==> src/rtl/seven_segment_display_arbiter.sv <==
// seven_segment_display_arbiter: round-robin owner of the shared 4-digit hex display with minimum dwell per grant
// Ports:
//   clk50m_i        system clock
//   rst_n_i         asynchronous active-low reset
//   req_i[2:0]      level-sensitive display requests, bit n = source n
//   data0_i..data2_i 16-bit hex words of sources 0..2
//   grant_o[2:0]    one-hot current owner, 0 when idle
//   owner_o[1:0]    index of current owner, 3 when idle
//   hex_data_bus_o  registered word for hex_to_seven_segments
module seven_segment_display_arbiter #(
    parameter int          CLK_FREQ_MHZ = 50,
    parameter int          DWELL_MS     = 500,
    parameter logic [15:0] IDLE_PATTERN = 16'h0000
) (
    input  logic        clk50m_i,
    input  logic        rst_n_i,
    input  logic [2:0]  req_i,
    input  logic [15:0] data0_i,
    input  logic [15:0] data1_i,
    input  logic [15:0] data2_i,
    output logic [2:0]  grant_o,
    output logic [1:0]  owner_o,
    output logic [15:0] hex_data_bus_o
);
    localparam int DWELL_CYCLES = CLK_FREQ_MHZ * 1000 * DWELL_MS;
    localparam int CW = $clog2(DWELL_CYCLES);
    localparam logic [CW-1:0] RELOAD = CW'(DWELL_CYCLES - 1);

    typedef enum logic {IDLE, OWN} state_t;

    state_t        state;
    logic [CW-1:0] cnt;
    logic [1:0]    last;
    logic [1:0]    s0, s1, s2, win;
    logic [15:0]   win_data, own_data;
    logic          decide;

    function automatic logic [1:0] inc3(input logic [1:0] v);
        return (v == 2'd2) ? 2'd0 : v + 2'd1;
    endfunction

    function automatic logic [15:0] pick(input logic [1:0] i, input logic [15:0] d0,
                                         input logic [15:0] d1, input logic [15:0] d2);
        return (i == 2'd0) ? d0 : (i == 2'd1) ? d1 : d2;
    endfunction

    // Search order last+1, last+2, last. While owning, last is the owner, so
    // the other sources are examined first and the owner itself only last.
    always_comb begin
        s0       = inc3(last);
        s1       = inc3(s0);
        s2       = inc3(s1);
        win      = req_i[s0] ? s0 : req_i[s1] ? s1 : s2;
        win_data = pick(win, data0_i, data1_i, data2_i);
        own_data = pick(last, data0_i, data1_i, data2_i);
        decide   = (state == IDLE) || (cnt == '0);
    end

    always_ff @(posedge clk50m_i or negedge rst_n_i) begin
        if (!rst_n_i) begin
            state          <= IDLE;
            cnt            <= '0;
            last           <= 2'd2;
            grant_o        <= 3'b000;
            owner_o        <= 2'd3;
            hex_data_bus_o <= IDLE_PATTERN;
        end else if (decide) begin
            if (|req_i) begin
                state          <= OWN;
                cnt            <= RELOAD;
                last           <= win;
                owner_o        <= win;
                grant_o        <= 3'b001 << win;
                hex_data_bus_o <= win_data;
            end else begin
                state          <= IDLE;
                cnt            <= '0;
                grant_o        <= 3'b000;
                owner_o        <= 2'd3;
                hex_data_bus_o <= IDLE_PATTERN;
            end
        end else begin
            cnt <= cnt - CW'(1);
            // A dropped owner request freezes the display until the dwell ends.
            if (req_i[last]) hex_data_bus_o <= own_data;
        end
    end
endmodule

==> config.mk <==
export PLATFORM = sky130hd
export DESIGN_NAME = seven_segment_display_arbiter
export DESIGN_NICKNAME = d
export VERILOG_FILES = /design/src/rtl/seven_segment_display_arbiter.sv
export SDC_FILE = /design/constraint.sdc
export NUM_CORES = 1
export LEC_CHECK = 0
export ABC_CLOCK_PERIOD_IN_PS = 2750
export BUFFER_PORTS_ARGS = -buffer_cell sky130_fd_sc_hd__buf_4
export CAP_MARGIN = 25
export CORE_MARGIN = 4
export CORE_UTILIZATION = 55
export CTS_BUF_LIST = sky130_fd_sc_hd__clkbuf_2 sky130_fd_sc_hd__clkbuf_4 sky130_fd_sc_hd__clkbuf_8
export DETAILED_ROUTE_END_ITERATION = 10
export GPL_TIMING_DRIVEN = 0
export MAX_ROUTING_LAYER = met4
export PLACE_DENSITY_LB_ADDON = 0.08
export SYNTH_ARGS = -nofsm -noshare
export SYNTH_HDL_FRONTEND = slang
export SYNTH_SLANG_ARGS = --single-unit
==> constraint.sdc <==
create_clock -name clk50m_i -period 2.75 [get_ports clk50m_i]
set_clock_uncertainty 0.15 [all_clocks]
set_input_delay 0.6875 -clock clk50m_i [delete_from_list [all_inputs] [get_ports clk50m_i]]
set_output_delay 0.6875 -clock clk50m_i [all_outputs]
set_load 0.01 [all_outputs]
* Word-level counts from Yosys, hierarchy flattened
Cells that the tools add are included.
** Word-level totals
- Flip-flop bits (word level) :: 49
- Input bits :: 53
- Output and inout port bits :: 21
- Logic and storage cells :: 50
** Cells by class
- $add $sub $neg :: 4
- Magnitude comparators :: 3
- Eq/ne operators :: 5
- Shifts and indexed selects :: 1
- Muxes and demuxes :: 23
- Bitwise gates (word level) :: 1
- Reductions and logical operators :: 7
** Operators with widths (count)
- $mux W16 :: 7
- $mux W25 :: 2
- $logic_not A25 Y1 :: 1
- $sub A25 B1 Y25 const B :: 1
- $mux W2 :: 6
- $lt A2 B3 Y1 const B :: 3
- $add A2 B1 Y2 const B :: 3
- $bmux W1 S2 :: 3
- $eq A2 B2 Y1 const B :: 3
- $eq A2 B1 Y1 const B :: 2
- $logic_not A2 Y1 :: 2
- $mux W1 :: 4
- $mux W3 :: 1
- $reduce_or A3 Y1 :: 1
- $shl A1 B2 Y3 const A :: 1
- $reduce_and A2 Y1 :: 1
- $reduce_bool A2 Y1 :: 1
- $logic_or A1 B1 Y1 :: 1
- $not A1 Y1 :: 1

* Depth between registers and ports, before layout
Gate-level depths: netlist of run 1.
- Depth in word-level cells :: 13
- Gate-level depth with buffers :: 8
- Mapped depth without buffers :: 6

* Least setup slack after synthesis of run 1
Ideal clock, no wire load.
- Path kind :: register -> register
- From :: register cnt[9]
- To :: register last[0]
- Setup time :: 0.125 ns
- Arrival :: 2.135 ns
- Required time :: 2.475 ns
- Path slack :: 0.341 ns
- Stages on the path, launching flop included :: 6
- Path buffers :: 0
- Period minus slack after synthesis :: 2.409 ns
- Path through :: dfrtp_1 > or4_4 > nand2b_4 > o41a_1 > nor2_1 > mux2_2
** On the way
- Longest elaborated chain between the ends :: 3
** Ends and longest elaborated chain
- start: declaration :: line 32 : logic [CW-1:0] cnt;
- start signal: assignment :: line 83 : cnt <= cnt - CW'(1);
- $logic_not A25 Y1 :: line 56 : decide = (state == IDLE) || (cnt == '0);
- $logic_or A1 B1 Y1 :: line 56
- $reduce_and A2 Y1 (no line)
- end signal: assignment :: line 71 : last <= win;
- end: declaration :: line 33 : logic [1:0] last;
No other way between the ends.
A chain may end at the register's enable or synchronous reset.

* Worst setup path in the final report of run 1
- From :: register cnt[9]
- To :: register cnt[16]
** On the way
- Longest elaborated chain between the ends :: 3
- Elaborated cells between the ends (all ways) :: 4
- Those cells by class :: 1 x add/sub; 1 x mux; 2 x reduce/logical
** Ends and longest elaborated chain
- parallel branches: the longest is 2 deep, another holds $sub A25 B1 Y25
- $mux W25 * :: line 67 : end else if (decide) begin
Mark *: on every way between the ends.

==> impl_metrics.env, run 1 <==
export IMPL_p_comb_share_pct=34.3
export IMPL_cts_resized=0
export IMPL_intPower_mw=1.47
export IMPL_status="completed"
export IMPL_initial_core_util_pct=56.8
export IMPL_seqPwrFrac_pct=46.1
export IMPL_crit_reg2reg_capture="cnt[16]$_DFF_PN0_"
export IMPL_cp_end_kind="flop"
export IMPL_async_flop_share_pct=100
export IMPL_ys_seq_area_share_pct=42.1
export IMPL_synth_edff_count=0
export IMPL_cp_max_fo=10
export IMPL_dieHeight_um=80.9
export IMPL_gr_total_overflow=0
export IMPL_post_cts_setup_buffer_count=0
export IMPL_swShare_pct=34.3
export IMPL_cts_clk_slew_worst_paths_ps=90
export IMPL_layout_min_cycle_time_ps=2620
export IMPL_route_met3_wl_um=490
export IMPL_htreeDepth=2
export IMPL_first_iter_violations=205
export IMPL_synthDistinctLibCells=38
export IMPL_syn_nets=361
export IMPL_dr_wl_met2_mm=3.80
export IMPL_path_cells="or4_4 > nand2b_4 > o41a_1 > nor2_2 > buf_2 > a21oi_1"
export IMPL_grt_pass1_vias=2800
export IMPL_timing_final_hold_violations=0
export IMPL_core_area_um2=5140
export IMPL_grt_max_degree=50
export IMPL_post_place_ws_ps=-175
export IMPL_vias=2768
export IMPL_finalWorstSetupSlack_ps=130
export IMPL_syn_cell_area_um2=2920
export IMPL_via_per_inst=6.02
export IMPL_fmax_mhz=382
export IMPL_final_max_slew_viol_count=0
export IMPL_antennaDiodeCount=0
export IMPL_fin_crit_sh_pct=95.3
export IMPL_antenna_found_initial=0
export IMPL_finalPower_mw=2.24
export IMPL_start_kind="flop"
export IMPL_r2r_slack_ps=130
export IMPL_final_cell_mix="buf_4 (73), dfrtp_1 (46), nand2_1 (40)"
export IMPL_worst_slew_pin_slew_ps=765
export IMPL_cap_violations=0
export IMPL_max_stage_delay_ps=600
export IMPL_gp_congestion=0.833
export IMPL_die_w_um=80.9
export IMPL_design_area_um2=3680
export IMPL_reg2reg_depth=6
export IMPL_cts_tree="done"
export IMPL_cp_data_arrival_time_ps=2650
export IMPL_slew_headroom_pct=49.0
export IMPL_rows=26
export IMPL_nNetsFinal=443
export IMPL_track_usage_pct=26.6
export IMPL_final_util_pct=71.6
export IMPL_hold_class="in -> async"
export IMPL_routedLengthMet1_mm=3.48
export IMPL_worstSetupStartpoint="cnt[9]$_DFF_PN0_"
export IMPL_firstDrtPassIters=5
export IMPL_critPathRequiredTime_ps=2780
export IMPL_hpwl_mm=5.48
export IMPL_topRoutingLayerUsed="met4"
export IMPL_setup_worst_path_class="reg -> reg"
export IMPL_cp_slowest_cell="or4_4"
export IMPL_endpoint="cnt[16]$_DFF_PN0_"
export IMPL_setup_viol=0
export IMPL_postSynthCellCount=307
export IMPL_r2r_start="cnt[9]$_DFF_PN0_"
export IMPL_cts_root_buf="clkbuf_8"
export IMPL_syn_area_per_cell_um2=9.51
export IMPL_placed_area_um2=3570
export IMPL_synth_ff_type="dfrtp_1"
export IMPL_syn2layout_area_growth_pct=26.0
export IMPL_numCtsBuffers=5
export IMPL_io_buffer_count=73
export IMPL_final_common_cell="buf_4"
export IMPL_clk_path_buf_depth=2
export IMPL_wire_per_inst_um=17.0
export IMPL_ys_warn_count=0
export IMPL_wl_mm=7.81
export IMPL_total_leakage_power_nw=1.56
export IMPL_clockPowerShare_pct=19.6
export IMPL_drive_gt1_share_pct=30.5
export IMPL_p_per_area_nw_per_um2=609
export IMPL_die_area_um2=6540
export IMPL_power_switching_mw=0.768
export IMPL_clock_latency_ps=310
export IMPL_ir_drop_uv=444
export IMPL_ant_nets=0
export IMPL_num_io_pins=74
export IMPL_ctsHoldBuffers=0
export IMPL_grt_pass1_wl_mm=13.3
export IMPL_cts_sinks=49
export IMPL_drc=0
export IMPL_synth_seq_cells=49
-- critical path, delay by kind of cell, from the launching register on --
kind	cells	cell delay, ps
DFF	1	440
buffers and inverters	1	290
and+or+nand+nor	3	1100
AOI/OAI and AO/OA	2	510
-- worst min path at each step --
| stage | startpoint | to | slack, ps | depth (start not counted) |
|---|---|---|---|---|
| 2_1_floorplan | rst_n_i | cnt[0]$_DFF_PN0_ | 240 | 0 |
| 3_3_place_gp | cnt[0]$_DFF_PN0_ | cnt[0]$_DFF_PN0_ | 320 | 1 |
| 3_5_place_dp | grant_o[0]$_DFFE_PN0N_ | grant_o[0]$_DFFE_PN0N_ | 340 | 2 |
| 4_1_cts | rst_n_i | hex_data_bus_o[3]$_DFFE_PN0P_ | 250 | 1 |
| 5_1_grt | rst_n_i | hex_data_bus_o[3]$_DFFE_PN0P_ | 280 | 1 |
| 6_report | rst_n_i | hex_data_bus_o[3]$_DFFE_PN0P_ | 220 | 1 |
-- cells in the mapped netlist, drive strengths merged (3+ instances only) --
cell type	n	area share (%)
nor4	8	1.7
dfrtp	46	39
a21oi	16	2.7
inv	6	0.77
mux2	18	6.9
or3	8	1.7
nor2	17	2.3
or4	3	0.90
nand3	3	0.51
nand2	40	5.1
a222oi	16	5.5
dfstp	3	2.7
o31ai	17	4.5
buf	9	1.7
xnor2	14	4.2
clkbuf	10	1.3
nor3	8	1.4
a22o	3	0.90
o21ai	26	4.5
mux2i	18	6.2
-- logic make-up (layout without fill, tap and decap cells) --
logic type,count (synthesis),count (layout),share of synthesized area (%)
mux,36,36,13.1
compound gates,86,86,20.4
buf+inv,25,108,3.73
fa+ha+maj,1,1,0.428
flops,49,49,42.1
xor+xnor,16,16,4.80
simple gates,94,94,15.5
-- power by group through the flow --
stage	registers, mW	clock network [mW]	logic, mW
after floorplan	1.04	0	0.444
after global placement	1.03	0	0.735
after detailed placement	1.04	0	0.760
after CTS	1.02	0.445	0.764
final	1.03	0.439	0.769
after global routing	1.06	0.474	0.851
-- stage by stage --
stage	std cells	TNS, ps	hold slack [ps]
after global placement	450	-2020	320
after global routing	460	-0.417	275
after floorplan	307	0	242
after CTS	459	0	254
after detailed placement	451	-958	340
final	460	0	224
-- layer usage --
metal / vias up / GRT usage, %
met1: 1349 / 35.9
li1: 1322 / -
met5: - / -
met2: 93 / 42.2
met3: 4 / 4.55
met4: 0 / 6.42
-- area by class of cell --
type / instances / area, um2
inverter: 6 / 22.5
sequential: 49 / 1230
clock buffer: 5 / 68.8
multi-input combinational: 233 / 1600
timing repair buffer: 75 / 563
clock inverter: 3 / 21.3
buffer: 19 / 86.3
fill: 419 / 1460
tap: 70 / 87.6
-- sequential cells by signal, indices dropped and copies added (netlist names) --
register and flops:
cnt 25, grant_o 3, state 1, hex_data_bus_o 16
last 2, owner_o 2
(Power assumes the default switching activity.)
==> run 2: changes to the inputs <==
CELL_PAD_IN_SITES_DETAIL_PLACEMENT = 2   (was not set)
CELL_PAD_IN_SITES_GLOBAL_PLACEMENT = 2   (was not set)
CORE_UTILIZATION = 33   (was 55)
==> run 2 against run 1 <==
  * Combinational power rose by 3.6%
  * Power grew 10%
  * Maximum frequency is 0.29% higher
  * Critical path depth up 1
  * Hold slack gained 26 ps
  * Clock power increased by 46%
  * Global-route usage down 6.1 points
  * Die area increased by 59%
  * Via count is 2.6% higher
  * Cell count is 8.0% higher
  * Cell area increased by 2.9%
  * Critical path type unchanged
  * Critical endpoint is now hex_data_bus_o[11]$_DFFE_PN0P_
==> impl_metrics.env, run 2 (synthesis gave the netlist of run 1 again) <==
export IMPL_worst_slew_pin_slew_ps=868
export IMPL_clock_latency_ps=310
export IMPL_tns_ps=0
export IMPL_final_max_slew_viol_count=0
export IMPL_track_usage_pct=20.6
export IMPL_die_w_um=102
export IMPL_regArea_um2=1230
export IMPL_antennaDiodeCount=0
export IMPL_path_cells="or4_4 > nand2b_4 > o41a_1 > buf_2 > buf_2 > nand2_1 > o31ai_1"
export IMPL_layout_min_cycle_time_ps=2610
export IMPL_critPathRequiredTime_ps=2780
export IMPL_nNetsFinal=442
export IMPL_design_area_um2=3790
export IMPL_reg_top3="cnt x25, hex_data_bus_o x16, grant_o x3"
export IMPL_status="completed"
export IMPL_dieHeight_um=102
export IMPL_wire_per_inst_um=20.3
export IMPL_cp_slowest_cell="or4_4"
export IMPL_num_fill_cells=980
export IMPL_final_cell_mix="buf_4 (74), dfrtp_1 (46), nand2_1 (40)"
export IMPL_total_leakage_power_nw=1.59
export IMPL_cts_tree="done"
export IMPL_r2r_start="cnt[9]$_DFF_PN0_"
export IMPL_placed_area_um2=3620
export IMPL_via_per_inst=5.71
export IMPL_largest_register_ffs=25
export IMPL_cts_sinks=49
export IMPL_numCtsBuffers=5
export IMPL_worstSetupStartpoint="cnt[9]$_DFF_PN0_"
export IMPL_max_stage_delay_ps=600
export IMPL_grt_setup_unrepaired="true"
export IMPL_cts_clk_slew_worst_paths_ps=100
export IMPL_rows=34
export IMPL_syn2layout_area_growth_pct=29.7
export IMPL_endpoint="hex_data_bus_o[11]$_DFFE_PN0P_"
export IMPL_holdWs_ps=249
export IMPL_slew_headroom_pct=41.3
export IMPL_wl_mm=10.1
export IMPL_crit_reg2reg_capture="hex_data_bus_o[11]$_DFFE_PN0P_"
export IMPL_fin_crit_sh_pct=95.0
export IMPL_htreeDepth=2
export IMPL_setup_viol=0
export IMPL_timing_final_hold_violations=0
export IMPL_largest_register="cnt"
export IMPL_cp_end_kind="flop"
export IMPL_cp_data_arrival_time_ps=2640
export IMPL_grt_pass1_vias=3198
export IMPL_drive_gt1_share_pct=31.6
export IMPL_ir_drop_uv=235
export IMPL_start_kind="flop"
export IMPL_antenna_found_initial=0
export IMPL_r2r_slack_ps=140
export IMPL_vias=2840
export IMPL_gr_total_overflow=0
export IMPL_setup_worst_path_class="reg -> reg"
export IMPL_ant_nets=0
export IMPL_fmax_mhz=383
export IMPL_multi_input_area_um2=1620
export IMPL_ctsHoldBuffers=0
export IMPL_grt_max_degree=50
export IMPL_cap_violations=0
export IMPL_cts_root_buf="clkbuf_8"
export IMPL_die_area_um2=10400
export IMPL_drc=0
export IMPL_cp_max_fo=10
export IMPL_final_common_cell="buf_4"
export IMPL_p_per_area_nw_per_um2=653
export IMPL_clk_path_buf_depth=2
export IMPL_crit_top_cell="buf_2"
export IMPL_firstDrtPassIters=5
export IMPL_io_buffer_count=73
export IMPL_core_area_um2=8680
export IMPL_hpwl_mm=7.37
export IMPL_grt_pass1_wl_mm=16.3
export IMPL_post_cts_setup_buffer_count=0
export IMPL_initial_core_util_pct=33.7
export IMPL_reg2reg_depth=7
export IMPL_first_iter_violations=131
export IMPL_hold_class="in -> async"
export IMPL_num_io_pins=74
export IMPL_gp_congestion=0.792
-- run 2: changes by cell type in the layout (fill, tap and decap cells not counted), sizes merged --
cell           before  now
clkdlybuf4s18       1    0
buf                83   84
clkinvlp            1    0
clkbuf             15   14
bufinv              0    2
clkinv              1    0
-- run 2: worst max-delay path, delay by kind of cell (launching register included) --
kind | cells | cell delay (ps)
flops | 1 | 450
compound gates | 2 | 530
simple gates | 3 | 880
buf+inv | 2 | 460
-- run 2: worst min path at each step --
stage | slack [ps] | from | end | cells past startpoint
after floorplan | 240 | rst_n_i | cnt[0]$_DFF_PN0_ | 0
after CTS | 270 | rst_n_i | cnt[11]$_DFF_PN0_ | 1
after detailed placement | 330 | cnt[0]$_DFF_PN0_ | cnt[0]$_DFF_PN0_ | 1
final | 250 | rst_n_i | hex_data_bus_o[0]$_DFFE_PN0P_ | 1
after global placement | 330 | cnt[0]$_DFF_PN0_ | cnt[0]$_DFF_PN0_ | 1
after global routing | 300 | rst_n_i | hex_data_bus_o[15]$_DFFE_PN0P_ | 1
-- run 2: timing repair --
| item | CTS | global route |
|---|---|---|
| gates resized for setup | 2 | 8 |
| endpoints found under the hold margin | 0 | 0 |
| pin swaps | 0 | 1 |
| endpoints found under the setup margin | 36 | 15 |
-- run 2: through the flow --
step	worst slack, ps	instances	total power, mW	utilization [%]
2_1_floorplan	341	307	1.48	-
3_3_place_gp	-425	488	1.79	41.5
3_5_place_dp	-284	490	1.84	41.7
4_1_cts	30.8	498	2.51	43.4
5_1_grt	-4.02	497	2.63	43.6
6_report	137	497	2.47	43.6
-- run 2: report_power, final --
group / leakage, nW / switching, mW / internal, mW
logic: 0.952 / 0.391 / 0.406
registers: 0.565 / 0.148 / 0.885
clock network: 0.0687 / 0.276 / 0.367
total: 1.59 / 0.815 / 1.66
-- run 2: final cells by class --
| cell class | instances | area share (%) |
|---|---|---|
| repair buffers | 75 | 14.8 |
| inverters | 6 | 0.595 |
| plain buffers | 18 | 2.21 |
| clock inverters | 3 | 1.82 |
| clock buffers | 5 | 1.82 |
| multi-input cells | 233 | 42.7 |
| flip-flops and latches | 49 | 32.5 |
| well taps | 108 | 3.57 |
-- run 2: metal layers --
metal | vias up | GRT usage [%] | wire (um)
met5 | - | - | 0
met4 | 0 | 3.94 | 87
met3 | 6 | 2.39 | 233
met2 | 48 | 36.8 | 5450
met1 | 1467 | 25.0 | 4300
li1 | 1319 | - | -
==> run 3: changes to the inputs <==
CORE_ASPECT_RATIO = 0.9   (was not set)
==> run 3 against run 2 <==
  * Clock-buffer cell count increased by 1
  * Maximum frequency is 0.65% lower
  * Power is 7.3% lower
  * Global-route usage about the same
  * Non-clock buffer count up 2
  * Flip-flop and latch count stayed put
  * Register-to-register slack lost 20 ps
  * Setup slack got worse by 17 ps
  * Largest power group unchanged
  * Highest routed layer unchanged
==> impl_metrics.env, run 3 (synthesis gave the netlist of run 1 again) <==
export IMPL_status="completed"
export IMPL_largest_register="cnt"
export IMPL_r2r_slack_ps=120
export IMPL_io_buffer_count=73
export IMPL_gr_total_overflow=0
export IMPL_vias=2851
export IMPL_regArea_um2=1230
export IMPL_p_comb_share_pct=34.8
export IMPL_numCtsBuffers=5
export IMPL_max_stage_delay_ps=470
export IMPL_firstDrtPassIters=5
export IMPL_core_area_um2=8610
export IMPL_clock_latency_ps=310
export IMPL_design_area_um2=3760
export IMPL_antennaDiodeCount=0
export IMPL_cp_data_arrival_time_ps=2680
export IMPL_dieHeight_um=97.2
export IMPL_grt_pass1_vias=3204
export IMPL_final_max_slew_viol_count=0
export IMPL_ctsHoldBuffers=0
export IMPL_wl_mm=10.1
export IMPL_placed_area_um2=3630
export IMPL_cts_sinks=49
export IMPL_cp_slowest_cell="o41a_1"
export IMPL_initial_core_util_pct=33.9
export IMPL_setup_worst_path_class="reg -> reg"
export IMPL_grt_max_degree=50
export IMPL_hold_class="in -> async"
export IMPL_cp_end_kind="flop"
export IMPL_cp_max_fo=6
export IMPL_worstSetupStartpoint="cnt[18]$_DFF_PN0_"
export IMPL_num_fill_cells=992
export IMPL_setup_viol=0
export IMPL_power_switching_mw=0.810
export IMPL_reg2reg_depth=5
export IMPL_r2r_start="cnt[18]$_DFF_PN0_"
export IMPL_ir_drop_uv=283
export IMPL_final_common_cell="buf_4"
export IMPL_drive_gt1_share_pct=32.0
export IMPL_swShare_pct=35.3
export IMPL_via_per_inst=5.59
export IMPL_path_cells="or3_1 > or3_1 > o41a_1 > nor2_1 > mux2_2"
export IMPL_clockPowerShare_pct=19.9
export IMPL_layout_min_cycle_time_ps=2630
export IMPL_largest_register_ffs=25
export IMPL_total_leakage_power_nw=1.57
export IMPL_start_kind="flop"
export IMPL_gp_congestion=0.798
export IMPL_fmax_mhz=380
export IMPL_wire_per_inst_um=19.7
export IMPL_cts_root_buf="clkbuf_8"
export IMPL_worst_slew_pin_slew_ps=845
export IMPL_syn2layout_area_growth_pct=28.8
export IMPL_hpwl_mm=7.35
export IMPL_cts_tree="done"
export IMPL_cap_violations=0
export IMPL_htreeDepth=2
export IMPL_grt_setup_unrepaired="false"
export IMPL_die_area_um2=10400
export IMPL_drc=0
export IMPL_track_usage_pct=20.6
export IMPL_clk_path_buf_depth=2
export IMPL_ant_nets=0
export IMPL_grt_pass1_wl_mm=16.8
export IMPL_finalPower_mw=2.29
export IMPL_cts_clk_slew_worst_paths_ps=100
export IMPL_critPathRequiredTime_ps=2800
export IMPL_final_cell_mix="buf_4 (75), dfrtp_1 (46), nand2_1 (40)"
export IMPL_first_iter_violations=134
export IMPL_antenna_found_initial=0
export IMPL_reg_top3="cnt x25, hex_data_bus_o x16, grant_o x3"
export IMPL_rows=32
export IMPL_num_io_pins=74
export IMPL_slew_headroom_pct=42.9
export IMPL_crit_top_cell="or3_1"
export IMPL_nNetsFinal=444
export IMPL_intPower_mw=1.48
export IMPL_seqPwrFrac_pct=45.3
export IMPL_multi_input_area_um2=1610
export IMPL_die_w_um=107
export IMPL_fin_crit_sh_pct=95.6
export IMPL_timing_final_hold_violations=0
export IMPL_p_per_area_nw_per_um2=610
-- run 3: changes by cell type in the layout (fill, tap and decap cells not counted), moves of 2 or more --
cell / previous run / this run
clkbuf_2: 1 / 3
bufinv_16: 2 / 0
clkinvlp_4: 0 / 2
clkbuf_1: 8 / 6
-- run 3: per-stage QoR --
stage	utilization, %	setup WS, ps	cells	hold WS, ps	setup TNS, ps
finish	43.7	120	510	249	0
detailed placement	42.1	-259	501	329	-3250
floorplan	-	341	307	242	0
CTS	43.4	72.2	508	277	0
global route	43.7	13.6	510	296	0
global placement	42.0	-470	499	322	-5020
-- run 3: timing repair --
item	4_1_cts	5_1_grt
setup endpoints to repair	33	27
setup buffers	0	2
endpoints found under the hold margin	0	0
pin swaps	0	2
resized for setup	4	8
-- run 3: power by group through the flow --
stage	Combinational, mW	Sequential [mW]	Clock [mW]
6_report	0.798	1.04	0.456
5_1_grt	0.899	1.07	0.509
4_1_cts	0.807	1.04	0.473
3_5_place_dp	0.797	1.05	0
3_3_place_gp	0.762	1.04	0
2_1_floorplan	0.444	1.04	0
-- run 3: area by class of cell --
cell class	instances	share of cell area [%]
multi-input cells	233	42.8
flip-flops and latches	49	32.7
repair buffers	77	15.2
well taps	119	3.96
plain buffers	18	2.30
clock buffers	6	2.03
inverters	6	0.599
clock inverters	2	0.399
-- run 3: path summary, 6_finish.rpt --
path / end
worst max-delay path: last[0]$_DFFE_PN0P_
worst min-delay path: hex_data_bus_o[0]$_DFFE_PN0P_
worst max register to register: last[0]$_DFFE_PN0P_
worst min register to register: grant_o[0]$_DFFE_PN0N_
max in group asynchronous: cnt[1]$_DFF_PN0_
min in group clk50m_i: grant_o[0]$_DFFE_PN0N_
-- run 3: worst max-delay path, delay by kind of cell (launching register included) --
family,cells,cell delay [ps]
AOI/OAI and AO/OA,1,470
DFF,1,440
muxes,1,370
and+or+nand+nor,3,1090
-- run 3: per-layer routing --
layer  vias to the layer above  track usage, %  share of wire [%]  wire [um]
met1                      1454            27.5                 47       4700
met3                         5            2.86                3.7        376
li1                       1331               -                  -          -
met4                         0            3.54               0.37         37
met5                         -               -                  0          0
met2                        61            33.6                 49       4940
